==> src/rtl/exec_resolve_stage_pkg.sv <==
// Shared constants and helpers for the execute/resolve stage.
// Holds instruction sizing, branch-offset scaling and the is_* flag layout.
package exec_resolve_stage_pkg;

  // Instruction size in bytes; fallthrough PC is pc + INSN_BYTES.
  localparam int unsigned INSN_BYTES = 4;
  // Branch immediates are in words; shift left by this to get bytes.
  localparam int unsigned BR_SHIFT   = 2;

  // Bit positions inside the instruction-flag bundle.
  localparam int unsigned FLAG_BRANCH = 0;
  localparam int unsigned FLAG_JAL    = 1;
  localparam int unsigned FLAG_LOAD   = 2;
  localparam int unsigned FLAG_STORE  = 3;
  localparam int unsigned FLAG_W      = 4;

  typedef logic [FLAG_W-1:0] insn_flags_t;

  // Increment that sticks at all-ones instead of wrapping.
  function automatic logic [31:0] sat_inc(input logic [31:0] v);
    return (v == '1) ? v : v + 32'd1;
  endfunction

endpackage

==> src/rtl/exec_resolve_stage_branch_resolve.sv <==
// branch_resolve: purely combinational resolution of a branch or JAL.
// Produces the fallthrough PC, the resolved taken flag and target, and
// whether the front-end prediction was wrong. Non-control instructions
// are never taken and never mispredict.
module branch_resolve
  import exec_resolve_stage_pkg::*;
#(
  parameter int unsigned BIT_WIDTH = 32
) (
  input  logic [BIT_WIDTH-1:0] alu_out,
  input  logic [BIT_WIDTH-1:0] pc,
  input  logic [BIT_WIDTH-1:0] imm,
  input  logic                 is_branch,
  input  logic                 is_jal,
  input  logic                 pred_taken,
  input  logic [BIT_WIDTH-1:0] pred_target,
  output logic                 taken,
  output logic [BIT_WIDTH-1:0] target,
  output logic [BIT_WIDTH-1:0] fallthrough,
  output logic                 mispredict
);

  logic is_ctrl;

  // Resolve direction and target; JAL wins if both flags are raised.
  always_comb begin
    fallthrough = pc + BIT_WIDTH'(INSN_BYTES);
    taken       = 1'b0;
    target      = '0;
    is_ctrl     = is_branch | is_jal;
    if (is_jal) begin
      taken  = 1'b1;
      target = alu_out;
    end else if (is_branch) begin
      taken  = alu_out[0];
      target = fallthrough + (imm << BR_SHIFT);
    end
    mispredict = is_ctrl &&
                 ((taken != pred_taken) || (taken && (target != pred_target)));
  end

endmodule

==> src/rtl/exec_resolve_stage.sv <==
// exec_resolve_stage: execute-to-memory pipeline register with branch
// resolution and a one-cycle redirect pulse on mispredict.
// Optional build macro EXEC_BRANCH_STATS_EN adds saturating 32-bit
// counters for control instructions, taken ones and mispredicts.
module exec_resolve_stage
  import exec_resolve_stage_pkg::*;
#(
  parameter int unsigned BIT_WIDTH  = 32,
  parameter int unsigned REG_ADDR_W = 4
) (
  input  logic                  clk,
  input  logic                  reset_n,
  input  logic                  in_valid,
  output logic                  in_ready,
  input  logic [BIT_WIDTH-1:0]  in_alu_out,
  input  logic [BIT_WIDTH-1:0]  in_pc,
  input  logic [BIT_WIDTH-1:0]  in_imm,
  input  logic [REG_ADDR_W-1:0] in_dst,
  input  logic                  in_wr_en,
  input  logic                  in_is_branch,
  input  logic                  in_is_jal,
  input  logic                  in_is_load,
  input  logic                  in_is_store,
  input  logic [BIT_WIDTH-1:0]  in_store_data,
  input  logic                  in_pred_taken,
  input  logic [BIT_WIDTH-1:0]  in_pred_target,
  input  logic                  flush,
  output logic                  out_valid,
  input  logic                  out_ready,
  output logic [BIT_WIDTH-1:0]  out_result,
  output logic [BIT_WIDTH-1:0]  out_store_data,
  output logic [REG_ADDR_W-1:0] out_dst,
  output logic                  out_wr_en,
  output logic                  out_is_load,
  output logic                  out_is_store,
  output logic                  redirect_valid,
  output logic [BIT_WIDTH-1:0]  redirect_pc
`ifdef EXEC_BRANCH_STATS_EN
  ,
  output logic [31:0]           stat_branches,
  output logic [31:0]           stat_taken,
  output logic [31:0]           stat_mispred
`endif
);

  insn_flags_t          in_flags;
  logic                 accept;
  logic                 br_taken;
  logic                 br_mispredict;
  logic [BIT_WIDTH-1:0] br_target;
  logic [BIT_WIDTH-1:0] fallthrough;
  logic [BIT_WIDTH-1:0] actual_next;

  // Pack the incoming is_* flags into the shared bundle layout.
  always_comb begin
    in_flags              = '0;
    in_flags[FLAG_BRANCH] = in_is_branch;
    in_flags[FLAG_JAL]    = in_is_jal;
    in_flags[FLAG_LOAD]   = in_is_load;
    in_flags[FLAG_STORE]  = in_is_store;
  end

  // Upstream handshake; a flush blocks acceptance outright.
  always_comb begin
    in_ready = !flush && (!out_valid || out_ready);
    accept   = in_valid && in_ready;
  end

  branch_resolve #(
    .BIT_WIDTH (BIT_WIDTH)
  ) u_branch_resolve (
    .alu_out     (in_alu_out),
    .pc          (in_pc),
    .imm         (in_imm),
    .is_branch   (in_flags[FLAG_BRANCH]),
    .is_jal      (in_flags[FLAG_JAL]),
    .pred_taken  (in_pred_taken),
    .pred_target (in_pred_target),
    .taken       (br_taken),
    .target      (br_target),
    .fallthrough (fallthrough),
    .mispredict  (br_mispredict)
  );

  // Architecturally correct next PC for the accepted instruction.
  always_comb begin
    actual_next = br_taken ? br_target : fallthrough;
  end

  // Pipeline register, valid tracking and redirect pulse.
  always_ff @(posedge clk or negedge reset_n) begin
    if (!reset_n) begin
      out_valid      <= 1'b0;
      out_result     <= '0;
      out_store_data <= '0;
      out_dst        <= '0;
      out_wr_en      <= 1'b0;
      out_is_load    <= 1'b0;
      out_is_store   <= 1'b0;
      redirect_valid <= 1'b0;
      redirect_pc    <= '0;
    end else begin
      if (flush) begin
        out_valid <= 1'b0;
      end else if (accept) begin
        out_valid <= 1'b1;
      end else if (out_ready) begin
        out_valid <= 1'b0;
      end
      // accept is already low under flush, so the pulse is suppressed too.
      redirect_valid <= accept && br_mispredict;
      if (accept && br_mispredict) begin
        redirect_pc <= actual_next;
      end
      if (accept) begin
        out_result     <= in_flags[FLAG_JAL] ? fallthrough : in_alu_out;
        out_store_data <= in_store_data;
        out_dst        <= in_dst;
        out_wr_en      <= in_flags[FLAG_JAL] ? in_wr_en
                                             : (in_wr_en && !in_flags[FLAG_BRANCH]);
        out_is_load    <= in_flags[FLAG_LOAD];
        out_is_store   <= in_flags[FLAG_STORE];
      end
    end
  end

`ifdef EXEC_BRANCH_STATS_EN
  // Saturating branch statistics; only real accepts are counted.
  always_ff @(posedge clk or negedge reset_n) begin
    if (!reset_n) begin
      stat_branches <= '0;
      stat_taken    <= '0;
      stat_mispred  <= '0;
    end else if (accept) begin
      if (in_flags[FLAG_BRANCH] || in_flags[FLAG_JAL]) begin
        stat_branches <= sat_inc(stat_branches);
      end
      if (br_taken) begin
        stat_taken <= sat_inc(stat_taken);
      end
      if (br_mispredict) begin
        stat_mispred <= sat_inc(stat_mispred);
      end
    end
  end
`endif

endmodule

==> config.mk <==
export PLATFORM = sky130hd
export DESIGN_NAME = exec_resolve_stage
export DESIGN_NICKNAME = d
export VERILOG_FILES = /design/src/rtl/exec_resolve_stage_pkg.sv /design/src/rtl/exec_resolve_stage_branch_resolve.sv /design/src/rtl/exec_resolve_stage.sv
export SDC_FILE = /design/constraint.sdc
export NUM_CORES = 1
export LEC_CHECK = 0
export CAP_MARGIN = 10
export CORE_MARGIN = 8
export CORE_UTILIZATION = 35
export CTS_CLUSTER_DIAMETER = 200
export CTS_CLUSTER_SIZE = 25
export DETAILED_ROUTE_END_ITERATION = 12
export PLACE_DENSITY = 0.66
export REMOVE_ABC_BUFFERS = 1
export SETUP_SLACK_MARGIN = 0.3
export SYNTH_ARGS = -nofsm -noshare
export SYNTH_HDL_FRONTEND = slang
export SYNTH_SLANG_ARGS = --single-unit
export TNS_END_PERCENT = 1
==> constraint.sdc <==
create_clock -name clk -period 2 [get_ports clk]
set_input_delay 0.4 -clock clk [delete_from_list [all_inputs] [get_ports clk]]
set_output_delay 0.4 -clock clk [all_outputs]
set_load 0.03 [all_outputs]
==> results of run 1 <==
[metal layers]
metal / vias to the layer above / share of wire (%)
met2: 424 / 47
li1: 5223 / -
met3: 62 / 6.5
met1: 5320 / 45
met4: 0 / 2.3
met5: - / 0
[synthesized netlist by cell type, types with 13 or more instances]
cell	instances	area [sq um]
sky130_fd_sc_hd__a21oi_1	64	320
sky130_fd_sc_hd__clkbuf_1	35	131
sky130_fd_sc_hd__dfrtp_1	105	2630
sky130_fd_sc_hd__ha_1	35	438
sky130_fd_sc_hd__inv_1	40	150
sky130_fd_sc_hd__mux2_2	55	619
sky130_fd_sc_hd__mux2_4	26	390
sky130_fd_sc_hd__mux2i_1	32	320
sky130_fd_sc_hd__nand2_1	140	526
sky130_fd_sc_hd__nand3_1	26	130
sky130_fd_sc_hd__nand4_1	19	119
sky130_fd_sc_hd__nor2_1	80	300
sky130_fd_sc_hd__nor3_1	26	130
sky130_fd_sc_hd__nor4_1	13	81.3
sky130_fd_sc_hd__o21ai_0	93	465
sky130_fd_sc_hd__xnor2_1	41	359
sky130_fd_sc_hd__xor2_1	35	307
[final cells by class]
class	count	area [sq um]	area share, %
Clock inverter	6	67.6	0.414
Timing Repair Buffer	668	5840	35.8
Clock buffer	10	239	1.47
Inverter	40	153	0.936
Tap cell	335	419	2.57
Sequential cell	105	2630	16.1
Multi-Input combinational cell	890	6960	42.7
[flip-flops by register name, indices dropped and copies added (netlist names)]
name / count
out_result: 32
out_store_data: 32
redirect_pc: 32
out_dst: 4
out_is_load: 1
out_is_store: 1
out_valid: 1
out_wr_en: 1
redirect_valid: 1
[worst max-delay path: cells and delay by family]
| family | cells | cell delay (ns) |
|---|---|---|
| AO/OA/AOI/OAI | 5 | 0.96 |
| AND/OR/NAND/NOR | 11 | 1.70 |
| multiplexers | 1 | 0.30 |
| XOR/XNOR | 1 | 0.13 |
| adder cells (fa/ha/maj) | 1 | 0.26 |
| buffers and inverters | 9 | 1.29 |
[cells in the final DEF (no fill, tap or decap), drive strengths merged, types with 35 or more instances in the layout]
cell and count:
dlygate4sd2 106, buf 396, clkdlybuf4s50 153, nor2 80, a21oi 64, ha 35
nand2 140, xor2 35, dfrtp 105, inv 44, o21ai 98, mux2 81
xnor2 41
[worst min-delay path by stage]
stage | to | slack (ns) | depth (start not counted)
after global placement | out_store_data[5] | 0.32 | 1
after global routing | out_store_data[5] | 0.50 | 2
final | out_store_data[5] | 0.47 | 2
after CTS | out_valid | 0.46 | 4
after detailed placement | out_store_data[5] | 0.32 | 1
after floorplan | out_dst[0] | 0.10 | 0
[through the flow]
| step | worst slack (ns) | std cells | total power (W) | hold WS [ns] | setup TNS, ns |
|---|---|---|---|---|---|
| 3_3_place_gp | -3.86 | 2008 | 0.00791 | 0.318 | -139.71 |
| 3_5_place_dp | -3.86 | 2008 | 0.00795 | 0.318 | -140.63 |
| 4_1_cts | -3.04 | 2031 | 0.00967 | 0.461 | -102.07 |
| 5_1_grt | -2.88 | 2054 | 0.0103 | 0.503 | -93.67 |
| 6_report | -2.80 | 2054 | 0.00987 | 0.466 | -90.54 |
| 2_1_floorplan | -4.28 | 1035 | 0.00517 | 0.104 | -236.16 |
[repair_timing]
action | CTS | global route
gates resized for setup | 188 | 154
endpoints found under the hold margin | 20 | 0
hold buffers | 1 | 0
cloned | 0 | 2
pin swaps | 25 | 61
setup buffers | 6 | 21
endpoints found under the setup margin | 164 | 56
[cells by family (layout without fill, tap and decap cells)]
group	count (synthesis)	in the layout	synth area share, %
AOI/OAI and AO/OA	286	286	20.1
muxes	113	113	14.6
buffers and inverters	96	724	4.32
and+or+nand+nor	379	379	19.9
adders and majority gates	36	36	5.02
xor gates and xnor gates	76	76	7.29
DFF	105	105	28.8
[where the power goes]
group / leakage, nW / internal [W] / switching, W / total, W
sequential: 1.26 / 0.00253 / 0.000214 / 0.00275
combinational: 6.00 / 0.00240 / 0.00281 / 0.00521
clock: 0.150 / 0.000924 / 0.000990 / 0.00191
total: 7.41 / 0.00585 / 0.00401 / 0.00987
==> results.txt, run 1 <==
The layer flagged by global routing as most heavily used is met2. The share of cells above drive strength 1 is 37.2%. IR analysis of the VDD net gives a maximum drop of 0.000379 V. The total length of routed wires was 44,700 um; the number of cells produced by synthesis was 1,091. Input and output buffers added on the ports amount to 278.

The clock reaches the later pin of the worst-skew pair after 0.37 ns. Synthesis inferred 105 register bits. The tool flagged a number of max-cap violations equal to 0.

Buffers inserted during clock tree synthesis total 9. The initial antenna violation count is 0. The leakage power came out at 7.41 nW.

The flow ran to the end, but the final reports show violations. The worst pin sits at a relative slew slack of 43.0%. For this design the ratio of total power to cell area is 605 mW/mm^2. The final estimated routing congestion in global placement is 0.946, and the count of flip-flops with a built-in enable after synthesis is 0.

Setup repair after global routing could not meet its margin everywhere. Relative to the synthesized area, the layout overhead comes to 78.6%. On the final layout, the worst clock skew is 0.0110 ns. The violation count after the first detailed-routing iteration came out at 921. Capture point of the critical path: redirect_pc[30].

Maximum cell stage delay along the critical path: 0.33 ns. The tools report the data arrival time at the worst-slack endpoint as 5.05 ns. TritonCTS built the clock tree. The floorplan step defined a core boundary enclosing 0.0258 sq mm. The checks that failed: setup timing. The final-report setup violation count came out at 36. The boundary pin count is 281, and the estimated wirelength of the detail-placed design is 36,200 um. Average footprint of a synthesized cell: 8.37 sq um. The setup check on the worst reg-to-reg path leaves a slack of 0.18 ns. Global routing consumed, on the met1 layer, 36.3% of the routing resources. After detailed routing, the number of remaining DRC violations is 0. For the via count of the first global-routing pass, the log shows 11,000. The worst setup path is captured at a flop. The setup slack after layout was -2.80 ns; the share of the core filled with cells was 63.1%. Summing every instance area after synthesis gives 0.00913 sq mm. Number of nets with antenna violations after detailed routing: 0. The design area is 0.0163 sq mm, and the sequential share of the synthesized area is 28.8%.

For this run, the number of Yosys warnings is 0. The number of sinks driven by the clock tree was 105; the first-pass iteration count of the detailed router was 5. Among all flip-flop cells after synthesis, the most frequent one is sky130_fd_sc_hd__dfrtp_1. Met2 layer usage reported by global route: 44.4%.

The maximum count of clock buffers along a single path was 2; the starting density of the core was 35.3%. Cell chosen for the clock root: sky130_fd_sc_hd__clkbuf_16. Derived from the worst setup path, the maximum achievable clock frequency is 209 MHz. The post-place instance area was 0.0150 sq mm; the final count of hold timing violations was 0. Of all nets on the critical path, the largest fanout is 7. After detailed routing, the number of vias per cell comes to 5.37. The repair_antennas step left the layout with diodes totalling 0. In this run the vertical extent of the chip is 177 um. For the pin with the worst max-slew slack, the measured transition is 0.844 ns. The routed layout has 11,000 vias. The tools report the deepest level of the CTS H-tree as 3.

The worst setup path is launched from an input pin. The most critical setup path has its startpoint at in_pc[6]. The tools report the overall die area as 0.0315 sq mm. In the finished design, the share of the clock period the worst path needs comes to 240%.

In the final design database the tool counted 1,925 nets. At the worst endpoint, the required time is 2.26 ns. Fill cells in the final layout number 2,282. The worst register-to-register path begins at out_valid. The tools report the total global routing track utilization as 26.8%. Counting flops with an async set or reset pin after synthesis yields a share of 100%. The smallest clock period supported by the final layout is computed as 4.80 ns.

The routed length per placed instance came out at 21.8 um. The cell that appears most often on the critical path is sky130_fd_sc_hd__buf_4. The slowest stage cell on the critical path is sky130_fd_sc_hd__a211oi_1. Max-slew violation count: 0. The critical register-to-register path endpoint is redirect_pc[31]. The first global-routing pass estimated 65,400 um of wire. The aggregate global routing overflow is 0, and the global-route met3 utilization is 3.70%.

For the number of unique standard cell types used by synthesis, the log shows 69. Type of the tightest min-delay check: input pin to async pin. The worst reg-to-reg path cell count was 7; the largest net degree at the start of global routing was 48. The register clock-pin slew on the reported worst setup and hold paths was 0.09 ns; the cell row count was 59. The critical path is of the input pin to flop type.

The die is 177 um wide.
Power figures use the tool's default switching activity.
==> inputs of run 2 (changes only) <==
--- a/config.mk
+++ b/config.mk
@@ -13,7 +13,6 @@
 export DETAILED_ROUTE_END_ITERATION = 12
 export PLACE_DENSITY = 0.66
 export REMOVE_ABC_BUFFERS = 1
-export SETUP_SLACK_MARGIN = 0.3
 export SYNTH_ARGS = -nofsm -noshare
 export SYNTH_HDL_FRONTEND = slang
 export SYNTH_SLANG_ARGS = --single-unit
==> run 2 against run 1 <==
Against the previous run: the run still ends with setup timing left; critical endpoint is now redirect_pc[11]; largest cell class unchanged; combinational power rose by 2%; largest power group unchanged; clock-buffer cell count did not move; final area fell by 3.0%; fmax fell by 7.1%.
==> results.txt, run 2 (same netlist as run 1, synthesis figures left out) <==
The run finished, with violations left. The share of the core filled with cells is 61.2% (was 63.1%). The estimated wirelength of the detail-placed design came out at 36,200 um (unchanged). Type of the tightest min-delay check: input pin to async pin (unchanged). The tools report the violation count after the first detailed-routing iteration as 890 (was 921).

TritonCTS built the clock tree. For the required time reported for the critical path endpoint, the log shows 2.25 ns (was 2.26 ns). The worst max-slew margin expressed relative to the limit was 45.4% (was 43.0%); the number of sinks driven by the clock tree was 105 (unchanged). The total global routing track utilization is 26.8% (unchanged), and the total chip power is 0.0100 W (was 0.00987 W). Setup repair after global routing could not meet its margin everywhere. The tools report the total via count in the routed design as 10,800 (was 11,000). Commonest non-fill, non-tap cells in the layout: sky130_fd_sc_hd__buf_4, sky130_fd_sc_hd__clkdlybuf4s50_1, sky130_fd_sc_hd__nand2_1 (unchanged).

The worst-case clock skew is 0.00949 ns (was 0.0110 ns), and the synthesis-to-layout area growth is 73.2% (was 78.6%). The logs give 59 (unchanged) for the cell row count and -107.62 ns (was -90.54 ns) for the sum of negative setup slack. For the first-pass iteration count of the detailed router, the log shows 5 (unchanged). For the number of standard cells in the final layout excluding fillers, the log shows 2,034 (was 2,054). The nature of the critical path startpoint is an input pin (unchanged). The logs give 0 (unchanged) for the final count of hold timing violations and -3.16 ns (was -2.80 ns) for the setup slack after layout.

The number of port buffers is 278 (unchanged), and the largest fanout on the critical path is 18 (was 7). The worst-skew pair later-pin latency is 0.37 ns (about the same). Type of the worst setup path: input pin to flop (unchanged). The number of nets with antenna violations after detailed routing was 0 (unchanged); the top achievable clock speed was 194 MHz (was 209 MHz). The boundary pin count is 281 (unchanged), and the maximum count of clock buffers along a single path is 2 (unchanged). The sequential cell area in the final layout is 0.00263 sq mm (unchanged).

For the total length of routed wires, the log shows 43,400 um (was 44,700 um). The starting density of the core is 35.3% (unchanged). The tools report the final-report setup violation count as 51 (was 36). For the fill cell instance count of the final layout, the log shows 2,295 (was 2,282). The tools report the data arrival time at the worst-slack endpoint as 5.41 ns (was 5.05 ns).

The deepest level of the CTS H-tree was 3 (unchanged); the footprint of the multi-input gates was 0.00654 sq mm (was 0.00696 sq mm). The cell chosen for the clock root was sky130_fd_sc_hd__clkbuf_16 (unchanged). Largest registers ranked by flip-flop count: out_result: 32 flops, out_store_data: 32 flops, redirect_pc: 32 flops (unchanged).

The most repeated library cell on the critical path is sky130_fd_sc_hd__buf_4 (unchanged). The maximum VDD drop is 0.000408 V (was 0.000379 V). The logs give 1,905 (was 1,925) for the net count of the finished layout and -3.86 ns (unchanged) for the worst setup slack before clock tree synthesis. Final estimated routing congestion in global placement: 0.946 (unchanged). The logs give 0 (unchanged) for the number of antenna diodes and 0 (unchanged) for the aggregate global routing overflow.

The share of cells above drive strength 1 was 32.4% (was 37.2%). Failing checks: setup timing (unchanged). Overall die height: 177 um (unchanged). The first-pass GRT wire length is 65,400 um (about the same). Kind of end point of the critical path: a flop (unchanged). The logs give 2,008 (unchanged) for the count of placed standard cells including taps and 0 (unchanged) for the number of remaining DRC errors. The slowest stage cell on the critical path was sky130_fd_sc_hd__clkdlybuf4s50_1 (was sky130_fd_sc_hd__a211oi_1).

The logs give 48 (unchanged) for the largest net degree at the start of global routing and 0 (unchanged) for the max-cap violation count. The power density normalized to cell area was 632 mW/mm^2 (was 605 mW/mm^2). Most common cell after layout, fill and taps aside: sky130_fd_sc_hd__buf_4 (unchanged). For the area of the core, the log shows 0.0258 sq mm (unchanged).

The register clock-pin slew on the reported worst setup and hold paths was 0.08 ns (was 0.09 ns). The overall die area came out at 0.0315 sq mm (unchanged). The initial antenna violation count was 0 (unchanged); the post-route clock period utilization was 258% (was 240%). Via density per instance: 5.32 (was 5.37). The overall die width is 177 um (unchanged), and the time the final worst path needs with I/O delays and setup is 5.16 ns (was 4.80 ns).

The leakage power was 6.93 nW (was 7.41 nW). The maximum cell stage delay along the critical path is 0.48 ns (was 0.33 ns), and the actual transition at the worst max-transition pin is 0.809 ns (was 0.844 ns). Via count of the first global-routing pass: 11,000 (unchanged). The routed length per placed instance came out at 21.3 um (was 21.8 um). For the max-slew violation count, the log shows 0 (unchanged). For the TritonCTS buffer count, the log shows 9 (unchanged).
run 2: cell count changes in the layout (fill, tap and decap cells not counted), sizes merged:
cell	delta
buf	-24
clkbuf	-6
clkdlybuf4s15	-1
clkdlybuf4s50	+121
dlygate4sd2	-106
dlymetal6s2s	-4
run 2: per-stage QoR:
| step | cell area [sq um] | hold slack [ns] |
|---|---|---|
| 6_report | 15800 | 0.468 |
| 3_5_place_dp | 15000 | 0.318 |
| 5_1_grt | 15800 | 0.504 |
| 2_1_floorplan | 8880 | 0.104 |
| 4_1_cts | 15600 | 0.481 |
| 3_3_place_gp | 15000 | 0.318 |
run 2: critical path, delay by kind of cell:
family | cells | cell delay, ns
multiplexers | 1 | 0.31
buffers and inverters | 9 | 1.63
XOR/XNOR | 2 | 0.27
AND/OR/NAND/NOR | 11 | 1.83
AO/OA/AOI/OAI | 3 | 0.65
adder cells (fa/ha/maj) | 1 | 0.30
run 2: path summary, 6_finish.rpt:
kind | from | end | slack [ns] | cells past startpoint
min in group clk | out_result[31] | out_result[31] | 0.48 | 1
worst min register to register | out_result[31] | out_result[31] | 0.48 | 1
worst max register to register | out_valid | redirect_pc[1] | 0.27 | 6
max in group asynchronous | reset_n | out_result[5] | 0.96 | 3
worst max-delay path | in_pc[7] | redirect_pc[11] | -3.16 | 27
worst min-delay path | reset_n | out_store_data[5] | 0.47 | 2
run 2: layout make-up:
cell class | instances | area share (%)
multi-input combinational | 890 | 41.4
sequential | 105 | 16.6
clock buffer | 10 | 1.51
inverter | 40 | 0.950
timing repair buffer | 648 | 36.5
tap | 335 | 2.65
clock inverter | 6 | 0.427
run 2: per-layer routing:
layer / wire length [um] / track usage, % / vias up
li1: - / - / 5170
met4: 1030 / 6.53 / 0
met1: 19300 / 36.3 / 5191
met5: 0 / 0 / -
met2: 20000 / 44.4 / 405
met3: 3100 / 3.70 / 50
run 2: power breakdown:
part           leakage (nW)  total, W  switching, W  internal, W
sequential             1.26   0.00276      0.000231      0.00253
clock                 0.150   0.00191      0.000988     0.000924
combinational          5.52   0.00532       0.00272      0.00260
run 2: timing repair:
action,4_1_cts,5_1_grt
pin swaps,20,15
hold buffers,1,0
resized for setup,62,38
gates cloned,0,0
buffers inserted,6,3
endpoints found under the hold margin,20,0
setup endpoints to repair,51,56
==> inputs of run 3 (changes only) <==
==> constraint.sdc (replaced) <==
create_clock -name clk -period 6.6 [get_ports clk]
set_input_delay 1.32 -clock clk [delete_from_list [all_inputs] [get_ports clk]]
set_output_delay 1.32 -clock clk [all_outputs]
set_load 0.03 [all_outputs]
==> run 3 against run 2 <==
Against the previous run: the flow now finishes without violations; worst setup slack improved by 3.5 ns; first-iteration DRC count fell by 8.0%; non-clock buffer count fell by 192; clock-buffer cell count did not move; utilization fell by 7.7 points; clock skew rose by 0.012 ns; worst hold slack improved by 0.014 ns; sequential power fell by 70%; sequential share of layout area rose by 2.4 points; critical path type unchanged; largest power group unchanged.
==> results.txt, run 3 (same netlist as run 1, synthesis figures left out) <==
The worst hold path was traced through 2 stages. The final count of hold timing violations is 0 (unchanged). The run gives 281 (unchanged) as the boundary pin count. The number of remaining DRC errors came out at 0 (unchanged).

The cell chosen for the clock root was sky130_fd_sc_hd__clkbuf_16 (unchanged). The power density normalized to cell area came out at 205 mW/mm^2 (was 632 mW/mm^2). For the violation count after the first detailed-routing iteration, the log shows 819 (was 890).

The maximum VDD drop was 0.000172 V (was 0.000408 V). The overall die area was 0.0315 sq mm (unchanged); the routed length per placed instance was 21.1 um (was 21.3 um). The tools report the nature of the critical path startpoint as an input pin (unchanged). The design area is 0.0138 sq mm (was 0.0158 sq mm), and the share of cells above drive strength 1 is 20.0% (was 32.4%).

Commonest non-fill, non-tap cells in the layout: sky130_fd_sc_hd__clkdlybuf4s50_1, sky130_fd_sc_hd__buf_4, sky130_fd_sc_hd__nand2_1 (was sky130_fd_sc_hd__buf_4, sky130_fd_sc_hd__clkdlybuf4s50_1, sky130_fd_sc_hd__nand2_1). The worst max-slew margin expressed relative to the limit was 30.8% (was 45.4%); the maximum cell stage delay along the critical path was 0.60 ns (was 0.48 ns). The run finished with clean final reports.

Count of hold buffers inserted by post-cts repair: 0 (was 1). The overall die height works out to 177 um (unchanged). TritonCTS built the clock tree. Of the available clock period, the critical path in the final layout requires 95.0%.

The initial antenna violation count came out at 2 (was 0). The max-slew violation count came out at 0 (unchanged). The logs give 4.42 ns (was 0.27 ns) for the worst-case register-to-register setup slack and 0.0258 sq mm (unchanged) for the area of the core. The tools report the number of nets with antenna violations after detailed routing as 0 (unchanged). The tools report the largest net degree at the start of global routing as 64 (was 48).

The most repeated library cell on the critical path was sky130_fd_sc_hd__buf_4 (unchanged). The worst-skew pair later-pin latency was 0.38 ns (was 0.37 ns). Walking the worst path, the cells encountered are clkdlybuf4s50_1 -> nand4_1 -> nor3_1 -> buf_4 -> nand2_2 -> buf_4 -> xor2_1 -> inv_1 -> ha_1 -> a21oi_1 -> o21ai_1 -> or3_4 -> o21ai_4 -> buf_4 -> nor4_1 -> a211oi_1 -> xnor2_1 -> or4_1 -> nor4_1 -> buf_4 -> nor2_4 -> buf_12 -> mux2_4. The actual transition at the worst max-transition pin is 1.04 ns (was 0.809 ns). Setup repair after global routing left no endpoint under its margin.

For the via count of the first global-routing pass, the log shows 10,000 (was 11,000). The final estimated routing congestion in global placement was 0.931 (was 0.946). Kind of cell with the highest combined delay on the critical path: simple AND/OR/NAND/NOR gates (unchanged). The tools report the total global routing track utilization as 24.0% (was 26.8%). The tools report the kind of end point of the critical path as a flop (unchanged). The max-cap violation count came out at 0 (unchanged).

The first-pass iteration count of the detailed router is 9 (was 5). The slowest stage cell on the critical path is sky130_fd_sc_hd__or4_1 (was sky130_fd_sc_hd__clkdlybuf4s50_1). Subtracting the final worst setup slack from the clock period gives 6.27 ns. Estimated wirelength of the detail-placed design: 32,100 um (was 36,200 um).

Setup slack after layout: 0.331 ns (was -3.16 ns). The share of the core filled with cells is 53.4% (was 61.2%). The first-pass GRT wire length is 58,400 um (was 65,400 um), and the worst-case clock skew is 0.0211 ns (was 0.00949 ns).

The total length of routed wires came out at 39,000 um (was 43,400 um). The tools report the net count of the finished layout as 1,713 (was 1,905). The type of the tightest min-delay check is flop to flop (was input pin to async pin). The tools report the required time reported for the critical path endpoint as 6.87 ns (was 2.25 ns).

Overall die width: 177 um (unchanged). The most common cell after layout, fill and taps aside was sky130_fd_sc_hd__clkdlybuf4s50_1 (was sky130_fd_sc_hd__buf_4). The tools report the final-report setup violation count as 0 (was 51). The startpoint identified for the worst hold timing path is out_result[1].

The total chip power was 0.00283 W (was 0.0100 W); the maximum count of clock buffers along a single path was 2 (unchanged). Count of buffering cells on the critical path with inverters included: 7 (was 9). Largest registers ranked by flip-flop count: out_result: 32 flops, out_store_data: 32 flops, redirect_pc: 32 flops (unchanged). The total via count in the routed design is 9,940 (was 10,800). Type of the worst setup path: input pin to flop (unchanged). The run gives 9 (unchanged) as the TritonCTS buffer count. The tools report the critical register-to-register path endpoint as out_store_data[28] (was redirect_pc[1]). The tools report the post-place instance area as 0.0135 sq mm (was 0.0150 sq mm). The worst setup slack before clock tree synthesis is -0.302 ns (was -3.86 ns), and the leakage power is 5.86 nW (was 6.93 nW).

The register clock-pin slew on the reported worst setup and hold paths was 0.10 ns (was 0.08 ns). The number of sinks driven by the clock tree is 105 (unchanged), and the data arrival time at the worst-slack endpoint is 6.54 ns (was 5.41 ns). Timing would allow up to 160 MHz. The aggregate global routing overflow is 0 (unchanged).

The path with the worst hold slack has its endpoint at out_result[1]. The worst reg-to-reg path cell count is 5 (was 6), and the synthesis-to-layout area growth is 51.3% (was 73.2%). Cell row count: 59 (unchanged).

Deepest level of the CTS H-tree: 3 (unchanged). The number of port buffers is 278 (unchanged). The largest fanout on the critical path is 16 (was 18), and the via density per instance is 5.39 (was 5.32).

Starting density of the core: 35.3% (unchanged). Start of the worst register-to-register path: out_valid (unchanged).
run 3: changes by cell type in the layout (fill, tap and decap cells not counted), sizes merged:
cell | before | now
dlygate4sd3 | 1 | 0
buf | 372 | 180
dlymetal6s2s | 1 | 0
diode | 0 | 1
clkdlybuf4s50 | 274 | 276
run 3: cell type report:
cell class,instances,area [sq um]
diodes,1,2.50
clock buffers,10,229
clock inverters,6,57.6
fillers,2458,12000
inverters,40,150
multi-input cells,890,6170
flip-flops and latches,105,2630
well taps,335,419
repair buffers,456,4150
run 3: layer usage:
| metal | part of all wire, % | global-route usage (%) |
|---|---|---|
| met1 | 46 | 32.8 |
| met2 | 45 | 38.6 |
| met3 | 6.2 | 3.38 |
| met4 | 2.2 | 6.98 |
| met5 | 0.033 | 0 |
run 3: worst register-to-register path: cells and delay by family, from the launching register on:
kind                   cells  cell delay [ns]
and+or+nand+nor            3             0.67
muxes                      1             0.45
buffers and inverters      1             0.62
DFF                        1             0.34
run 3: worst max path at each step:
stage                     depth (start not counted)  slack (ns)         endpoint      from
after floorplan                                  20       -0.60   redirect_pc[0]  in_pc[6]
after global placement                           24       -0.29  redirect_pc[20]  in_pc[7]
after detailed placement                         25       -0.30  redirect_pc[22]  in_pc[6]
after CTS                                        25        0.08  redirect_pc[22]  in_pc[6]
after global routing                             25        0.02   redirect_pc[0]  in_pc[6]
final                                            23        0.33  redirect_pc[22]  in_pc[7]
run 3: repair_timing:
item | in CTS | in global routing
setup buffers | 0 | 1
hold endpoints to repair | 0 | 0
setup endpoints to repair | 0 | 32
resized for setup | 0 | 9
run 3: metrics by stage:
stage               hold slack, ns  instances  TNS (ns)
detailed placement           0.469       1825     -8.26
floorplan                    0.654       1035    -16.47
global route                 0.501       1843         0
CTS                          0.488       1841         0
finish                       0.481       1843         0
global placement             0.461       1825     -8.14
run 3: power by group:
| group | total (W) | internal (W) | switching, W |
|---|---|---|---|
| Sequential | 0.000833 | 0.000767 | 0.0000657 |
| Clock | 0.000575 | 0.000268 | 0.000308 |
| Combinational | 0.00142 | 0.000664 | 0.000760 |
| Total | 0.00283 | 0.00170 | 0.00113 |
